`src/rtl/read_pointer_handler_fwft_if.sv`:
```
`timescale 1ns/1ps
`default_nettype none
// +----------------------------------------------------------------------------+
// | read_pointer_handler_fwft_if : read-side FIFO control bus (pointers, data) |
// | Revision 1.0                                                               |
// +----------------------------------------------------------------------------+
interface read_pointer_handler_fwft_if #(
  parameter int DATA_WIDTH = 32
);
  logic [3:0]            graycoded_write_pointer;
  logic [DATA_WIDTH-1:0] mem_rdata;
  logic [2:0]            read_pointer;
  logic [3:0]            graycoded_read_pointer;
  logic                  empty;
  logic [3:0]            fill_level;
  logic                  out_valid;
  logic [DATA_WIDTH-1:0] out_data;
  logic                  out_ready;

  // master: the read-pointer handler, which sources the output stream
  modport master (
    input  graycoded_write_pointer,
    input  mem_rdata,
    input  out_ready,
    output read_pointer,
    output graycoded_read_pointer,
    output empty,
    output fill_level,
    output out_valid,
    output out_data
  );

  modport slave (
    output graycoded_write_pointer,
    output mem_rdata,
    output out_ready,
    input  read_pointer,
    input  graycoded_read_pointer,
    input  empty,
    input  fill_level,
    input  out_valid,
    input  out_data
  );
endinterface
`default_nettype wire

```
`src/rtl/read_pointer_handler_fwft.sv`:
```
`timescale 1ns/1ps
`default_nettype none
// +----------------------------------------------------------------------------+
// | read_pointer_handler_fwft : async FIFO read domain with FWFT output reg    |
// | Revision 1.0                                                               |
// +----------------------------------------------------------------------------+
module read_pointer_handler_fwft #(
  parameter int DATA_WIDTH  = 32,
  parameter int SYNC_STAGES = 2   // 2 or 3
) (
  input  logic                        clk_rx,
  input  logic                        rst_rx,
  read_pointer_handler_fwft_if.master bus
);

  logic [3:0]            sync_q [SYNC_STAGES];
  logic [3:0]            synced_wptr_g;
  logic [3:0]            synced_wptr_b;
  logic [3:0]            read_counter;
  logic [3:0]            read_gray;
  logic [3:0]            graycoded_read_pointer_q;
  logic                  out_valid_q;
  logic [DATA_WIDTH-1:0] out_data_q;
  logic                  empty;
  logic                  take;
  logic                  load;

  // Plain flop chain: no logic between stages so each stage can resolve metastability
  always_ff @(posedge clk_rx) begin
    if (rst_rx) begin
      for (int i = 0; i < SYNC_STAGES; i++) begin
        sync_q[i] <= 4'b0000;
      end
    end else begin
      sync_q[0] <= bus.graycoded_write_pointer;
      for (int i = 1; i < SYNC_STAGES; i++) begin
        sync_q[i] <= sync_q[i-1];
      end
    end
  end

  assign synced_wptr_g = sync_q[SYNC_STAGES-1];

  always_comb begin
    synced_wptr_b = 4'b0000;
    for (int i = 0; i < 4; i++) begin
      synced_wptr_b[i] = ^(synced_wptr_g >> i);
    end
  end

  assign read_gray = read_counter ^ (read_counter >> 1);
  assign empty     = (read_gray == synced_wptr_g);
  assign take      = out_valid_q & bus.out_ready;
  assign load      = ~empty & (~out_valid_q | bus.out_ready);

  always_ff @(posedge clk_rx) begin
    if (rst_rx) begin
      read_counter             <= 4'd0;
      graycoded_read_pointer_q <= 4'b0000;
      out_valid_q              <= 1'b0;
      out_data_q               <= '0;
    end else begin
      // Registered so the write domain never samples the encoder's glitches
      graycoded_read_pointer_q <= read_gray;
      if (load) begin
        out_data_q   <= bus.mem_rdata;
        out_valid_q  <= 1'b1;
        read_counter <= read_counter + 4'd1;
      end else if (take) begin
        out_valid_q  <= 1'b0;
      end
    end
  end

  assign bus.read_pointer           = read_counter[2:0];
  assign bus.graycoded_read_pointer = graycoded_read_pointer_q;
  assign bus.empty                  = empty;
  assign bus.fill_level             = synced_wptr_b - read_counter;
  assign bus.out_valid              = out_valid_q;
  assign bus.out_data               = out_data_q;

endmodule
`default_nettype wire

```
`src/flat_wrapper.sv`:
```
// flat-port wrapper written by rule: the top's interface ports become plain ports
module read_pointer_handler_fwft_flat 
#(
  parameter int DATA_WIDTH  = 32,
  parameter int SYNC_STAGES = 2            
)
  (clk_rx, rst_rx, bus_graycoded_write_pointer, bus_mem_rdata, bus_out_ready, bus_read_pointer, bus_graycoded_read_pointer, bus_empty, bus_fill_level, bus_out_valid, bus_out_data);
  read_pointer_handler_fwft_if #(.DATA_WIDTH(DATA_WIDTH)) bus_i ();
  input  logic clk_rx;
  input  logic rst_rx;
  input wire logic [$bits(bus_i.graycoded_write_pointer)-1:0] bus_graycoded_write_pointer;
  input wire logic [$bits(bus_i.mem_rdata)-1:0] bus_mem_rdata;
  input wire logic [$bits(bus_i.out_ready)-1:0] bus_out_ready;
  output wire logic [$bits(bus_i.read_pointer)-1:0] bus_read_pointer;
  output wire logic [$bits(bus_i.graycoded_read_pointer)-1:0] bus_graycoded_read_pointer;
  output wire logic [$bits(bus_i.empty)-1:0] bus_empty;
  output wire logic [$bits(bus_i.fill_level)-1:0] bus_fill_level;
  output wire logic [$bits(bus_i.out_valid)-1:0] bus_out_valid;
  output wire logic [$bits(bus_i.out_data)-1:0] bus_out_data;
  assign bus_i.graycoded_write_pointer = bus_graycoded_write_pointer;
  assign bus_i.mem_rdata = bus_mem_rdata;
  assign bus_i.out_ready = bus_out_ready;
  assign bus_read_pointer = bus_i.read_pointer;
  assign bus_graycoded_read_pointer = bus_i.graycoded_read_pointer;
  assign bus_empty = bus_i.empty;
  assign bus_fill_level = bus_i.fill_level;
  assign bus_out_valid = bus_i.out_valid;
  assign bus_out_data = bus_i.out_data;
  read_pointer_handler_fwft #(.DATA_WIDTH(DATA_WIDTH), .SYNC_STAGES(SYNC_STAGES)) u_core (.clk_rx(clk_rx), .rst_rx(rst_rx), .bus(bus_i));
endmodule
```
`config.mk`:
```
export PLATFORM = sky130hd
export DESIGN_NAME = read_pointer_handler_fwft_flat
export DESIGN_NICKNAME = d
export VERILOG_FILES = /design/src/rtl/read_pointer_handler_fwft_if.sv /design/src/rtl/read_pointer_handler_fwft.sv /design/src/flat_wrapper.sv
export SDC_FILE = /design/constraint.sdc
export NUM_CORES = 1
export LEC_CHECK = 0
export ABC_AREA = 0
export BUFFER_PORTS_ARGS = -buffer_cell sky130_fd_sc_hd__buf_2
export CAP_MARGIN = 10
export CELL_PAD_IN_SITES_DETAIL_PLACEMENT = 1
export CELL_PAD_IN_SITES_GLOBAL_PLACEMENT = 1
export CORE_ASPECT_RATIO = 0.5
export CORE_UTILIZATION = 31
export CTS_CLUSTER_DIAMETER = 60
export DETAILED_ROUTE_END_ITERATION = 8
export PLACE_DENSITY = 0.76
export SYNTH_ARGS = -nofsm -noshare
export SYNTH_HDL_FRONTEND = slang
export SYNTH_SLANG_ARGS = --single-unit
```
`constraint.sdc`:
```
create_clock -name clk_rx -period 2.25 [get_ports clk_rx]
set_clock_uncertainty 0.1 [all_clocks]
set_input_delay 0.675 -clock clk_rx [delete_from_list [all_inputs] [get_ports clk_rx]]
set_output_delay 0.675 -clock clk_rx [all_outputs]
set_load 0.01 [all_outputs]
```
== Yosys cells after proc, flatten, opt, wreduce, memory -nomap -nowiden ==
Memories as Yosys holds them, arrays and structs flattened.
Index checks and enable logic that the tools add are counted.
Widths: inputs -> output; s select.
Cells by class
  div/mod/pow operators: 0
  multiplexer cells: 7
  order comparisons: 0
  bitwise gates (word level): 8
  shift-type cells: 0
  reduce and logical (&&, ||, !) cells: 5
  add/sub/neg operators: 2
  eq/ne operators: 1
  multipliers: 0
Operators by type and width (count)
  $reduce_xor 4->1: 4
  $mux 4: 2
  $mux 1: 5
  $add 4x1->4 const B: 1
  $eq 4x4->1: 1
  $sub 4x4->4: 1
  $xor 4x3->4: 1
  $or 1x1->1: 3
  $and 1x1->1: 2
  $not 1->1: 2
  $reduce_bool 2->1: 1
Storage, ports and cells
  bits in latches: 0
  ROM bits: 0
  bits in writable memories: 8
  memories kept: 1
  flip-flop bits (word level): 41
Memory list
  u_core.sync_q: words 2, width 4, read ports 2, clocked after memory_dff 0, wr ports 2, RTL line read_pointer_handler_fwft.sv:16  | logic [3:0] sync_q [SYNC_STAGES];

== Longest topological paths before layout ==
Gate-level depths: netlist (run 1).
  depth after elaboration: 5
  mapped depth: 8
  gate-level depth less buffers: 8

== Worst setup path after synthesis (run 1) ==
Ideal clock, no wire load.
  kind: register to output
  start point: mem u_core.sync_q[1][2], in the netlist u_core.sync_q[0][6]
  end point: out bus_fill_level[2]
  data arrival time: 1.725 ns
  path buffers: 0
  path slack: -0.250 ns
  stages on the path, launching flop included: 7
  cells stage by stage: dfxtp_1 -> xor2_1 -> xnor2_1 -> xor2_1 -> ha_1 -> fa_1 -> xnor2_1
RTL lines
  start, declared: RTL line read_pointer_handler_fwft.sv:16
  end, declared: RTL line flat_wrapper.sv:17  | output wire logic [$bits(bus_i.fill_level)-1:0] bus_fill_level;

==> summary.txt, run 1 <==
Yosys
  – Post-synthesis net count: ~220
  – Register bit count reported by yosys: 49
  – Top-count cell post-synth: dfxtp_1
  – Synth cell types: 25
  – Avg Synthesized Cell Area: between 10 and 15 um^2
  – Yosys top cell by area: dfxtp_1
  – Post-synth top cells: 49 x dfxtp_1, 35 x nor2_1, 33 x mux2i_1
  – Sequential area share after synthesis: 50.6%
  – EDFF count, synth: 0
  – Yosys top cell area share: 50.6%
  – Async SR Flop Fraction: 0%
  – Synthesized area: 1940 um^2
  – Ys Warns: 0
  – Area contributors post-synth: dfxtp_1 51%, mux2i_1 17%, nor2_1 6.8%
  – Post-Synthesis Cells: 177
  – Synth Flop Type: dfxtp_1

Hold path
  – Worst min path class: reg -> reg

Pwr
  – Internal power: 0.00276 W
  – Peak supply drop: approximately 0.46 mV
  – Switch Pwr: 0.00137 W
  – Power density cells: 1420 nW/um^2
  – Combinational fraction of design power: roughly 50%
  – Part of the power in the clock network: 21.2%
  – Sequential share of power: between 20% and 30%
  – Static Leak: 1.49 nW
  – Sw frac: 33.2%

Setup path
  – Crit path top cell by count: xor2_2
  – Startpoint Class: flop
  – CP top delay family: XOR/XNOR gates
  – CP Max Fanout: 3
  – Critical path arrival: 2.09 ns
  – Slowest cell delay on critical path: approximately 0.34 ns
  – Bufs and invs on worst path: 2
  – Crit path capture type: primary output
  – Critical Path RT: approximately 1.5 ns
  – Slowest CP cell: dfxtp_2
  – Worst Path Class, Setup: reg -> out
  – Setup slack, reg-to-reg: -0.25 ns
  – Critical path, cell by cell: xor2_2 > xnor2_2 > xor2_1 > ha_2 > inv_1 > a21o_1 > a21oi_2 > xor2_2 > buf_2

Final layout
  – # nets final: 325
  – Fin util: 50.7%
  – Diodes inserted: 0
  – Area of the multi-input gates: 893 um^2
  – Layout cell share with drive strength beyond 1: a little under half
  – FF+latch area: 988 um^2
  – P&R area growth vs syn: 50.3%
  – Fillers: 670

Clock network
  – Clock Pin Slew Worst Setup and Hold Paths: 0.07 ns
  – Clk sinks: 49
  – Clock tree root driver cell: clkbuf_16
  – Clock Path Buffers: 2
  – CTS tree: yes
  – CTS buffer count: 5
  – CTS H-tree depth: 2
  – Clock latency on the worst-skew pair: 0.29 ns

Floorplan
  – Die area: 6600 um^2
  – Die extent in y: roughly 58 um
  – Die Width: 114 um
  – I/O pin count: 84
  – Core area: around 5800 um^2
  – Initial Utilization: 33.7%
  – Row count: 19

Global route
  – GRT Overall Usage: 15.0%
  – Global-route wire length before repair: approximately 7600 um
  – GRT overflow: 0
  – Vias in the first global route: 1,610
  – Pin count of the biggest net entering global routing: 40
  – Initial antenna violation count: 0

Run status
  – Outcome: finished with violations
  – Violated checks: setup timing

Place
  – Global placement routability congestion: 0.748
  – Dpl ws: -0.344 ns
  – HPWL Detailed: approximately 3500 um
  – IO buf count: 83

Drt
  – Final WL: about 5600 um
  – Via count: roughly 1.6k
  – Post-route DRC: 0
  – Vias per cell: between 4 and 5
  – Initial drt markers: 52
  – DRT Pass-1 Iters: 4
  – Post-route ant nets: 0
  – Wirelength per Cell: 15.3 um

Timing
  – Slew at the pin closest to its max-slew limit: between 0.3 and 0.4 ns
  – RSZ-0062 raised after global routing: true
  – Tcrit/Tclk final: 127%
  – Upper clock frequency limit: 349 MHz
  – Slew Limit Fails: 0
  – Rel. slew slack: ~73%
  – Final Critical Period: 2.87 ns
  – Final Hold Violating Endpoints: 0
  – Final setup violation count: 41
  – Worst setup margin: -0.616 ns

Flow run
  – Max-cap violation count: 0
repair_timing:
| action | CTS | global route |
|---|---|---|
| hold buffers | 0 | 0 |
| setup endpoints to repair | 5 | 38 |
| resized for setup | 10 | 5 |
| gates cloned | 0 | 6 |
| buffers inserted | 3 | 3 |
| hold endpoints to repair | 0 | 0 |
| pin swaps | 4 | 2 |
path summary, 6_finish.rpt:
path,start,end,cells after the start
hold reg to reg,u_core.sync_q[0][0]$_SDFF_PP0_,u_core.sync_q[0][4]$_SDFF_PP0_,1
hold / removal,u_core.sync_q[0][0]$_SDFF_PP0_,u_core.sync_q[0][4]$_SDFF_PP0_,1
setup reg to reg,u_core.sync_q[0][6]$_SDFF_PP0_,u_core.bus.out_data[8]$_SDFFE_PP0P_,10
setup / recovery,u_core.sync_q[0][6]$_SDFF_PP0_,bus_fill_level[3],9
per-stage QoR:
step | instance area (um^2) | total power, W | TNS, ns | instances | hold slack, ns
2_1_floorplan | 1980 | 0.00234 | -0.410 | 177 | 0.314
3_3_place_gp | 2510 | 0.00266 | -0.600 | 345 | 0.326
3_5_place_dp | 2510 | 0.00274 | -0.942 | 345 | 0.341
4_1_cts | 2750 | 0.00368 | -2.19 | 356 | 0.357
5_1_grt | 2920 | 0.00436 | -12.07 | 365 | 0.360
6_report | 2920 | 0.00413 | -9.44 | 365 | 0.352
per-layer routing:
| metal | part of all wire (%) | vias up | global-route usage, % |
|---|---|---|---|
| met5 | 0 | - | 0 |
| met4 | 0.68 | 0 | 3.90 |
| met3 | 2.5 | 4 | 2.93 |
| met2 | 52 | 30 | 29.3 |
| met1 | 44 | 791 | 17.1 |
| li1 | - | 773 | - |
flip-flops by register name, summed over array words and instances (netlist names):
signal / cells
u_core.bus.out_data: 32
u_core.sync_q: 8
u_core.bus.graycoded_read_pointer: 4
u_core.read_counter: 4
u_core.bus.out_valid: 1
cells by family after synthesis:
family,count (synthesis),synth area share [%]
AND/OR/NAND/NOR,52,12.1
adder cells (fa/ha/maj),6,4.26
buffers and inverters,19,7.16
XOR/XNOR,11,5.81
flip-flops,49,50.6
multiplexers,33,17.0
AO/OA/AOI/OAI,7,3.10
area by class of cell:
cell class	count	area share [%]
repair buffers	108	25.0
flip-flops and latches	49	33.9
well taps	84	3.61
multi-input cells	109	30.6
clock inverters	1	1.03
clock buffers	7	4.89
inverters	7	0.901
worst register-to-register path: cells and delay by family, from the launching register on:
family,cells,cell delay [ns]
buf+inv,6,0.91
xor+xnor,1,0.40
compound gates,1,0.35
flops,1,0.34
mux,1,0.22
simple gates,1,0.06
placed cells by master (no fill, tap or decap), drive strengths merged, types with 2 or more instances in the layout:
cell type | Yosys | layout
buf | 8 | 104
dfxtp | 49 | 49
nor2 | 35 | 35
mux2i | 33 | 33
nor2b | 11 | 11
clkbuf | 4 | 11
inv | 7 | 7
xor2 | 7 | 7
ha | 5 | 5
xnor2 | 3 | 3
a21oi | 3 | 3
nand2 | 2 | 2
o21ai | 2 | 2
power groups by stage:
| stage | clock, W | combinational, W | sequential, W |
|---|---|---|---|
| after floorplan | 0 | 0.00105 | 0.00129 |
| after global placement | 0 | 0.00148 | 0.00119 |
| after detailed placement | 0 | 0.00154 | 0.00120 |
| after CTS | 0.000880 | 0.00161 | 0.00119 |
| after global routing | 0.000934 | 0.00221 | 0.00122 |
| final | 0.000874 | 0.00207 | 0.00119 |
No activity file was read; power rests on OpenSTA's default activity.
==> run 2: changes to the inputs <==
--- a/config.mk
+++ b/config.mk
@@ -15,6 +15,9 @@
 export CTS_CLUSTER_DIAMETER = 60
 export DETAILED_ROUTE_END_ITERATION = 8
 export PLACE_DENSITY = 0.76
+export RECOVER_POWER = 100
+export SKIP_CTS_REPAIR_TIMING = 1
+export SKIP_LAST_GASP = 1
 export SYNTH_ARGS = -nofsm -noshare
 export SYNTH_HDL_FRONTEND = slang
 export SYNTH_SLANG_ARGS = --single-unit
==> run 2 against run 1 <==
  * The flow still finishes with violations (setup timing)
  * Largest cell class unchanged
  * Combinational power is 27% lower
  * Wire length down 19%
  * Sequential power about the same
  * Design area fell by 8.9%
  * Utilization is 4.5 points lower
  * First-iteration DRC count fell by 44%
  * Die area unchanged
  * Setup slack improved by 0.052 ns
  * Power is 14% lower
  * Hold slack worse by 0.0066 ns
  * Sequential share of layout area increased by 3.2 points
==> summary.txt, run 2 (synthesized netlist as in run 1, its figures left out) <==
Run status
  – Outcome: finished with violations
  – Violated checks: setup timing

Pwr
  – Total power: 0.00356 W (-14%)
  – Power density cells: 1340 nW/um^2 (-5.6%)
  – Part of the power in the clock network: 23.8% (+2.6 points)
  – Internal power: 0.00237 W (-14%)
  – Static Leak: 1.26 nW (-16%)
  – Sequential share of power: 33.3% (+4.5 points)
  – Sw frac: 33.3% (+0.11 points)
  – Switch Pwr: 0.00118 W (-14%)
  – Peak supply drop: 0.433 mV (-6.8%)
  – Combinational fraction of design power: 42.9% (-7.1 points)

Timing
  – Worst Hold Slack: 0.346 ns (-0.00665 ns)
  – Slew Limit Fails: 0 (unchanged)
  – Final Critical Period: 2.81 ns (-0.0518 ns)
  – Total Neg Setup Slack: -3.19 ns (+6.25 ns)
  – Worst setup margin: -0.564 ns (+0.0518 ns)
  – RSZ-0062 raised after global routing: true
  – Upper clock frequency limit: 355 MHz (+1.8%)
  – Final Hold Violating Endpoints: 0 (unchanged)
  – Final setup violation count: 38 (-7.3%)
  – Slew at the pin closest to its max-slew limit: 0.750 ns (+0.350 ns)
  – Rel. slew slack: 50.0% (-23 points)
  – Tcrit/Tclk final: 125% (-2.3 points)

Final layout
  – # nets final: 315 (-3.1%)
  – Most frequent cells in the layout: 46 x dfxtp_1, 44 x buf_2, 40 x clkbuf_1
  – P&R area growth vs syn: 37.0%
  – Layout cell share with drive strength beyond 1: 29.2% (-19 points)
  – Largest register FFs: 32 (unchanged)
  – Fillers: 694 (+3.6%)
  – Diodes inserted: 0 (unchanged)
  – Commonest non-fill, non-tap cell in the layout: dfxtp_1

Drt
  – Via count: 1,522 (-4.8%)
  – Post-route DRC: 0 (unchanged)
  – Wirelength per Cell: 12.7 um (-17%)
  – DRT Pass-1 Iters: 4 (unchanged)
  – Vias per cell: 4.29 (-2.1%)
  – Final WL: 4510 um (-19%)
  – Initial drt markers: 29 (-44%)
  – Post-route ant nets: 0 (unchanged)

Global route
  – Layer with the highest usage: met2
  – GRT Overall Usage: 14.4% (-0.61 points)
  – Vias in the first global route: 1,552 (-3.6%)
  – Met2 Use GR: 27.3% (-2.0 points)
  – GRT overflow: 0 (unchanged)
  – Pin count of the biggest net entering global routing: 40 (unchanged)
  – Global-route wire length before repair: 7350 um (-3.6%)
  – GR met3 Demand/Resource: 2.93% (unchanged)
  – Initial antenna violation count: 0 (unchanged)
  – M1 GR Usage: 16.9% (-0.21 points)

Setup path
  – Capturing point of the worst reg2reg path: u_core.bus.out_data[9]$_SDFFE_PP0P_
  – Critical Path RT: 1.47 ns (about the same)
  – Critical path arrival: 2.04 ns (-0.05 ns)
  – Worst Path Class, Setup: reg -> out
  – Startpoint Class: flop
  – R2r startpoint: u_core.read_counter[2]$_SDFFE_PP0P_
  – R2R depth: 7 (-3)
  – Crit path capture type: primary output
  – Setup slack, reg-to-reg: -0.09 ns (+0.16 ns)
  – CP Max Fanout: 3 (unchanged)
  – Critical path origin: u_core.sync_q[0][6]$_SDFF_PP0_

Hold path
  – Worst min path class: reg -> reg
  – Hold Path End: u_core.sync_q[0][4]$_SDFF_PP0_
  – HP Start: u_core.sync_q[0][0]$_SDFF_PP0_
  – Hold Path Depth: 1 (unchanged)

Place
  – IO buf count: 83 (unchanged)
  – Dpl ws: -0.344 ns (unchanged)
  – HPWL Detailed: 3520 um (unchanged)
  – Global placement routability congestion: 0.748 (unchanged)

Floorplan
  – Core area: 5750 um^2 (unchanged)
  – Die area: 6600 um^2 (unchanged)
  – Row count: 19 (unchanged)
  – Die extent in y: 57.9 um (unchanged)
  – Initial Utilization: 33.7% (unchanged)
  – I/O pin count: 84 (unchanged)
  – Die Width: 114 um (unchanged)

Clock network
  – CTS H-tree depth: 2 (unchanged)
  – Clk sinks: 49 (unchanged)
  – Clock tree root driver cell: clkbuf_16
  – CTS tree: yes
  – Clock Pin Slew Worst Setup and Hold Paths: 0.06 ns (about the same)
  – Clock Path Buffers: 2 (unchanged)
  – CTS buffer count: 5 (unchanged)
  – Clock latency on the worst-skew pair: 0.28 ns (about the same)

Flow run
  – Max-cap violation count: 0 (unchanged)
==> run 2: cell types whose count changed in the layout (fill, tap and decap cells not counted), sizes merged <==
cell / previous run / this run
clkbuf: 11 / 47
buf: 104 / 58
==> run 2: how the worst max path moves through the flow <==
| stage | to | slack (ns) | cells past startpoint |
|---|---|---|---|
| final | bus_fill_level[3] | -0.56 | 9 |
| after global routing | bus_fill_level[3] | -0.70 | 9 |
| after CTS | bus_fill_level[3] | -0.65 | 9 |
| after detailed placement | bus_fill_level[3] | -0.34 | 9 |
| after global placement | bus_fill_level[2] | -0.21 | 7 |
| after floorplan | bus_fill_level[3] | -0.15 | 8 |
==> run 2: metrics by stage <==
step,instances,util (%),cell area [um^2]
final,355,46.2,2660
after global routing,355,46.2,2660
after CTS,353,46.6,2680
after detailed placement,345,43.6,2510
after global placement,345,43.6,2510
after floorplan,177,-,1980
==> run 2: final cells by class <==
cell class | instances | area [um^2] | area share [%]
multi-input combinational | 109 | 862 | 32.5
sequential | 49 | 985 | 37.1
inverter | 7 | 26.3 | 0.989
timing repair buffer | 98 | 505 | 19.0
clock buffer | 7 | 143 | 5.37
clock inverter | 1 | 30.0 | 1.13
tap | 84 | 105 | 3.96
==> run 2: routing by layer <==
metal  routed length [um]  vias to the layer above
met3                  128                        2
li1                     -                      753
met1                 1910                      740
met4                   19                        0
met2                 2450                       27
met5                    0                        -
==> run 2: power groups by stage <==
stage	clock network [W]	logic, W	registers, W
4_1_cts	0.000880	0.00155	0.00118
5_1_grt	0.000917	0.00166	0.00121
6_report	0.000846	0.00152	0.00119
2_1_floorplan	0	0.00105	0.00129
3_5_place_dp	0	0.00154	0.00120
3_3_place_gp	0	0.00148	0.00119
==> run 2: worst max-delay path, cell delays in order (launching register included) <==
cell and delay, ns:
dfxtp_2 0.34, xor2_2 0.19, xnor2_2 0.20, xor2_1 0.18, ha_2 0.21, inv_1 0.05, a21o_1 0.17, a21oi_2 0.17
xor2_2 0.13, buf_2 0.13
==> run 3: changes to the inputs <==
--- a/config.mk
+++ b/config.mk
@@ -5,16 +5,16 @@
 export SDC_FILE = /design/constraint.sdc
 export NUM_CORES = 1
 export LEC_CHECK = 0
-export ABC_AREA = 0
+export ABC_AREA = 1
 export BUFFER_PORTS_ARGS = -buffer_cell sky130_fd_sc_hd__buf_2
 export CAP_MARGIN = 10
 export CELL_PAD_IN_SITES_DETAIL_PLACEMENT = 1
 export CELL_PAD_IN_SITES_GLOBAL_PLACEMENT = 1
 export CORE_ASPECT_RATIO = 0.5
-export CORE_UTILIZATION = 31
+export CORE_UTILIZATION = 32
 export CTS_CLUSTER_DIAMETER = 60
 export DETAILED_ROUTE_END_ITERATION = 8
-export PLACE_DENSITY = 0.76
+export PLACE_DENSITY = 0.78
 export RECOVER_POWER = 100
 export SKIP_CTS_REPAIR_TIMING = 1
 export SKIP_LAST_GASP = 1
==> run 3 against run 2 <==
  * The run still ends with setup timing left
  * Utilization is 2.9 points lower
  * Fmax is 3.4% lower
  * Hold slack worse by 0.033 ns
  * Critical endpoint is now bus_fill_level[1]
  * Register-to-register slack better by 0.21 ns
  * Design area is 9.2% higher
  * Largest power group unchanged
==> summary.txt, run 3 <==
Run status
  – Outcome: finished with violations
  – Violated checks: setup timing

Clock network
  – CTS buffer count: 5 (unchanged)
  – Clock Path Buffers: 2 (unchanged)
  – CTS tree: yes
  – Clock latency on the worst-skew pair: 0.29 ns (about the same)
  – Clk sinks: 49 (unchanged)
  – CTS H-tree depth: 2 (unchanged)
  – Clock tree root driver cell: clkbuf_16
  – Clock Pin Slew Worst Setup and Hold Paths: 0.07 ns (about the same)

Yosys
  – Post-synth top cells: 49 x dfxtp_1, 47 x nand2_1, 23 x inv_1
  – Top-count cell post-synth: dfxtp_1
  – Avg Synthesized Cell Area: 8.85 um^2 (-19%)
  – Yosys top cell by area: dfxtp_1
  – Async SR Flop Fraction: 0% (unchanged)
  – Area contributors post-synth: dfxtp_1 44%, nand3_2 9.0%, nand2_1 7.9%
  – Post-Synthesis Cells: 251 (+42%)
  – Ys Warns: 0 (unchanged)
  – EDFF count, synth: 0 (unchanged)
  – Yosys top cell area share: 44.2% (-6.4 points)
  – Register bit count reported by yosys: 49 (unchanged)
  – Post-synthesis net count: 296 (+33%)
  – Synth cell types: 23 (-8.0%)
  – Sequential area share after synthesis: 44.2% (-6.4 points)
  – Synth Flop Type: dfxtp_1
  – Synthesized area: 2220 um^2 (+15%)

Global route
  – GRT Overall Usage: 16.0% (+1.6 points)
  – Global-route wire length before repair: 8960 um (+22%)
  – Initial antenna violation count: 0 (unchanged)
  – Pin count of the biggest net entering global routing: 36 (-10%)
  – Vias in the first global route: 1,976 (+27%)
  – GRT overflow: 0 (unchanged)

Pwr
  – Combinational fraction of design power: 46.0% (+3.1 points)
  – Power density cells: 1260 nW/um^2 (-6.0%)
  – Peak supply drop: 0.379 mV (-13%)
  – Internal power: 0.00214 W (-10%)
  – Sw frac: 41.5% (+8.2 points)
  – Sequential share of power: 33.2% (about the same)
  – Switch Pwr: 0.00152 W (+28%)
  – Static Leak: 1.25 nW (-0.26%)
  – Total power: 0.00365 W (+2.7%)
  – Part of the power in the clock network: 20.8% (-3.0 points)

Timing
  – Slew at the pin closest to its max-slew limit: 0.932 ns (+0.182 ns)
  – Final Hold Violating Endpoints: 0 (unchanged)
  – Worst setup margin: -0.663 ns (-0.0993 ns)
  – Final Critical Period: 2.91 ns (+0.0993 ns)
  – Worst Hold Slack: 0.312 ns (-0.0331 ns)
  – RSZ-0062 raised after global routing: true
  – Final setup violation count: 5 (-87%)
  – Rel. slew slack: 37.9% (-12 points)
  – Tcrit/Tclk final: 129% (+4.4 points)
  – Slew Limit Fails: 0 (unchanged)
  – Total Neg Setup Slack: -2.30 ns (+0.889 ns)
  – Upper clock frequency limit: 343 MHz (-3.4%)

Place
  – Area after DPL: 2760 um^2 (+9.9%)
  – IO buf count: 83 (unchanged)
  – Placed insts: 421 (+22%)
  – Global placement routability congestion: 0.756 (+1.1%)
  – HPWL Detailed: 4240 um (+21%)

Final layout
  – # nets final: 381 (+21%)
  – P&R area growth vs syn: 30.6%
  – FF+latch area: 990 um^2 (+0.51%)
  – Largest register FFs: 32 (unchanged)
  – Diodes inserted: 0 (unchanged)
  – Fillers: 841 (+21%)
  – Area of the multi-input gates: 1060 um^2 (+23%)
  – Layout cell share with drive strength beyond 1: 37.7% (+8.5 points)
  – Non-filler cells in the finished layout: 429 (+21%)
  – Final instance area: 2900 um^2 (+9.2%)
  – Most frequent cells in the layout: 46 x nand2_1, 46 x dfxtp_1, 44 x buf_2

Hold path
  – Worst min path class: reg -> reg
  – HP Start: u_core.sync_q[0][2]$_SDFF_PP0_

Setup path
  – CP Max Fanout: 3 (unchanged)
  – R2r startpoint: u_core.read_counter[1]$_SDFFE_PP0P_
  – Critical Path RT: 1.47 ns (about the same)
  – Critical path arrival: 2.14 ns (+0.10 ns)
  – Critical path origin: u_core.sync_q[0][6]$_SDFF_PP0_
  – Crit path capture type: primary output
  – Worst Path Class, Setup: reg -> out
  – Startpoint Class: flop

Floorplan
  – I/O pin count: 84 (unchanged)
  – Row count: 21 (+2)
  – Initial Utilization: 33.1% (-0.56 points)
  – Die extent in y: 60.9 um (+5.1%)
  – Core area: 6700 um^2 (+16%)
  – Die Width: 120 um (+5.2%)
  – Die area: 7300 um^2 (+11%)

Drt
  – Via count: 1,967 (+29%)
  – Vias per cell: 4.59 (+6.9%)
  – Post-route DRC: 0 (unchanged)
  – Wirelength per Cell: 14.0 um (+9.9%)
  – Final WL: 5990 um (+33%)
  – Post-route ant nets: 0 (unchanged)
  – DRT Pass-1 Iters: 4 (unchanged)
  – Initial drt markers: 39 (+34%)

Flow run
  – Max-cap violation count: 0 (unchanged)
## run 3: cell types whose count changed in the layout (fill, tap and decap cells not counted), moves of 17 or more
cell / delta
nand3_1: +17
nor2_1: -22
nand3_2: +20
nand2_1: +44
a21oi_2: +19
mux2i_1: -33
## run 3: final timing paths
path	endpoint	slack, ns	depth (start not counted)
worst max-delay path	bus_fill_level[1]	-0.66	8
worst min-delay path	u_core.sync_q[0][6]$_SDFF_PP0_	0.31	2
worst max register to register	u_core.bus.out_data[1]$_SDFFE_PP0P_	0.12	8
worst min register to register	u_core.sync_q[0][6]$_SDFF_PP0_	0.31	2
## run 3: metal layers
layer  wire length (um)  GRT usage (%)  vias up
met5                  0              0        -
met4                 66           6.96        0
met3                 97           2.63        6
met2               3330           31.5       24
met1               2490           17.8      974
li1                   -              -      963
## run 3: cell families after synthesis
kind of cell | Yosys count | synth area share [%]
simple gates | 106 | 26.2
flops | 49 | 44.2
buf+inv | 44 | 10.8
compound gates | 38 | 11.9
xor+xnor | 8 | 3.16
fa+ha+maj | 6 | 3.72
## run 3: critical path, cell delays in order, from the launching register on
cell	delay, ns
dfxtp_4	0.38
xor2_4	0.19
xor2_2	0.19
xor2_1	0.17
inv_1	0.06
ha_2	0.18
fa_2	0.53
inv_2	0.03
buf_2	0.12
## run 3: cell type report
| cell class | count | share of cell area, % |
|---|---|---|
| clock buffers | 6 | 4.79 |
| clock inverters | 2 | 0.474 |
| inverters | 25 | 3.23 |
| multi-input cells | 158 | 36.6 |
| flip-flops and latches | 49 | 34.1 |
| well taps | 92 | 3.97 |
| repair buffers | 97 | 16.8 |
## run 3: stage by stage
stage / utilization (%) / setup WS [ns]
final: 43.3 / -0.663
after global routing: 43.3 / -0.736
after floorplan: - / -0.226
after global placement: 41.1 / -0.287
after CTS: 43.4 / -0.685
after detailed placement: 41.1 / -0.362
## run 3: power by group through the flow
stage | Sequential (W) | Clock (W) | Combinational [W]
3_3_place_gp | 0.00120 | 0 | 0.00160
2_1_floorplan | 0.00130 | 0 | 0.00120
3_5_place_dp | 0.00121 | 0 | 0.00168
6_report | 0.00121 | 0.000760 | 0.00168
4_1_cts | 0.00120 | 0.000780 | 0.00169
5_1_grt | 0.00123 | 0.000810 | 0.00185
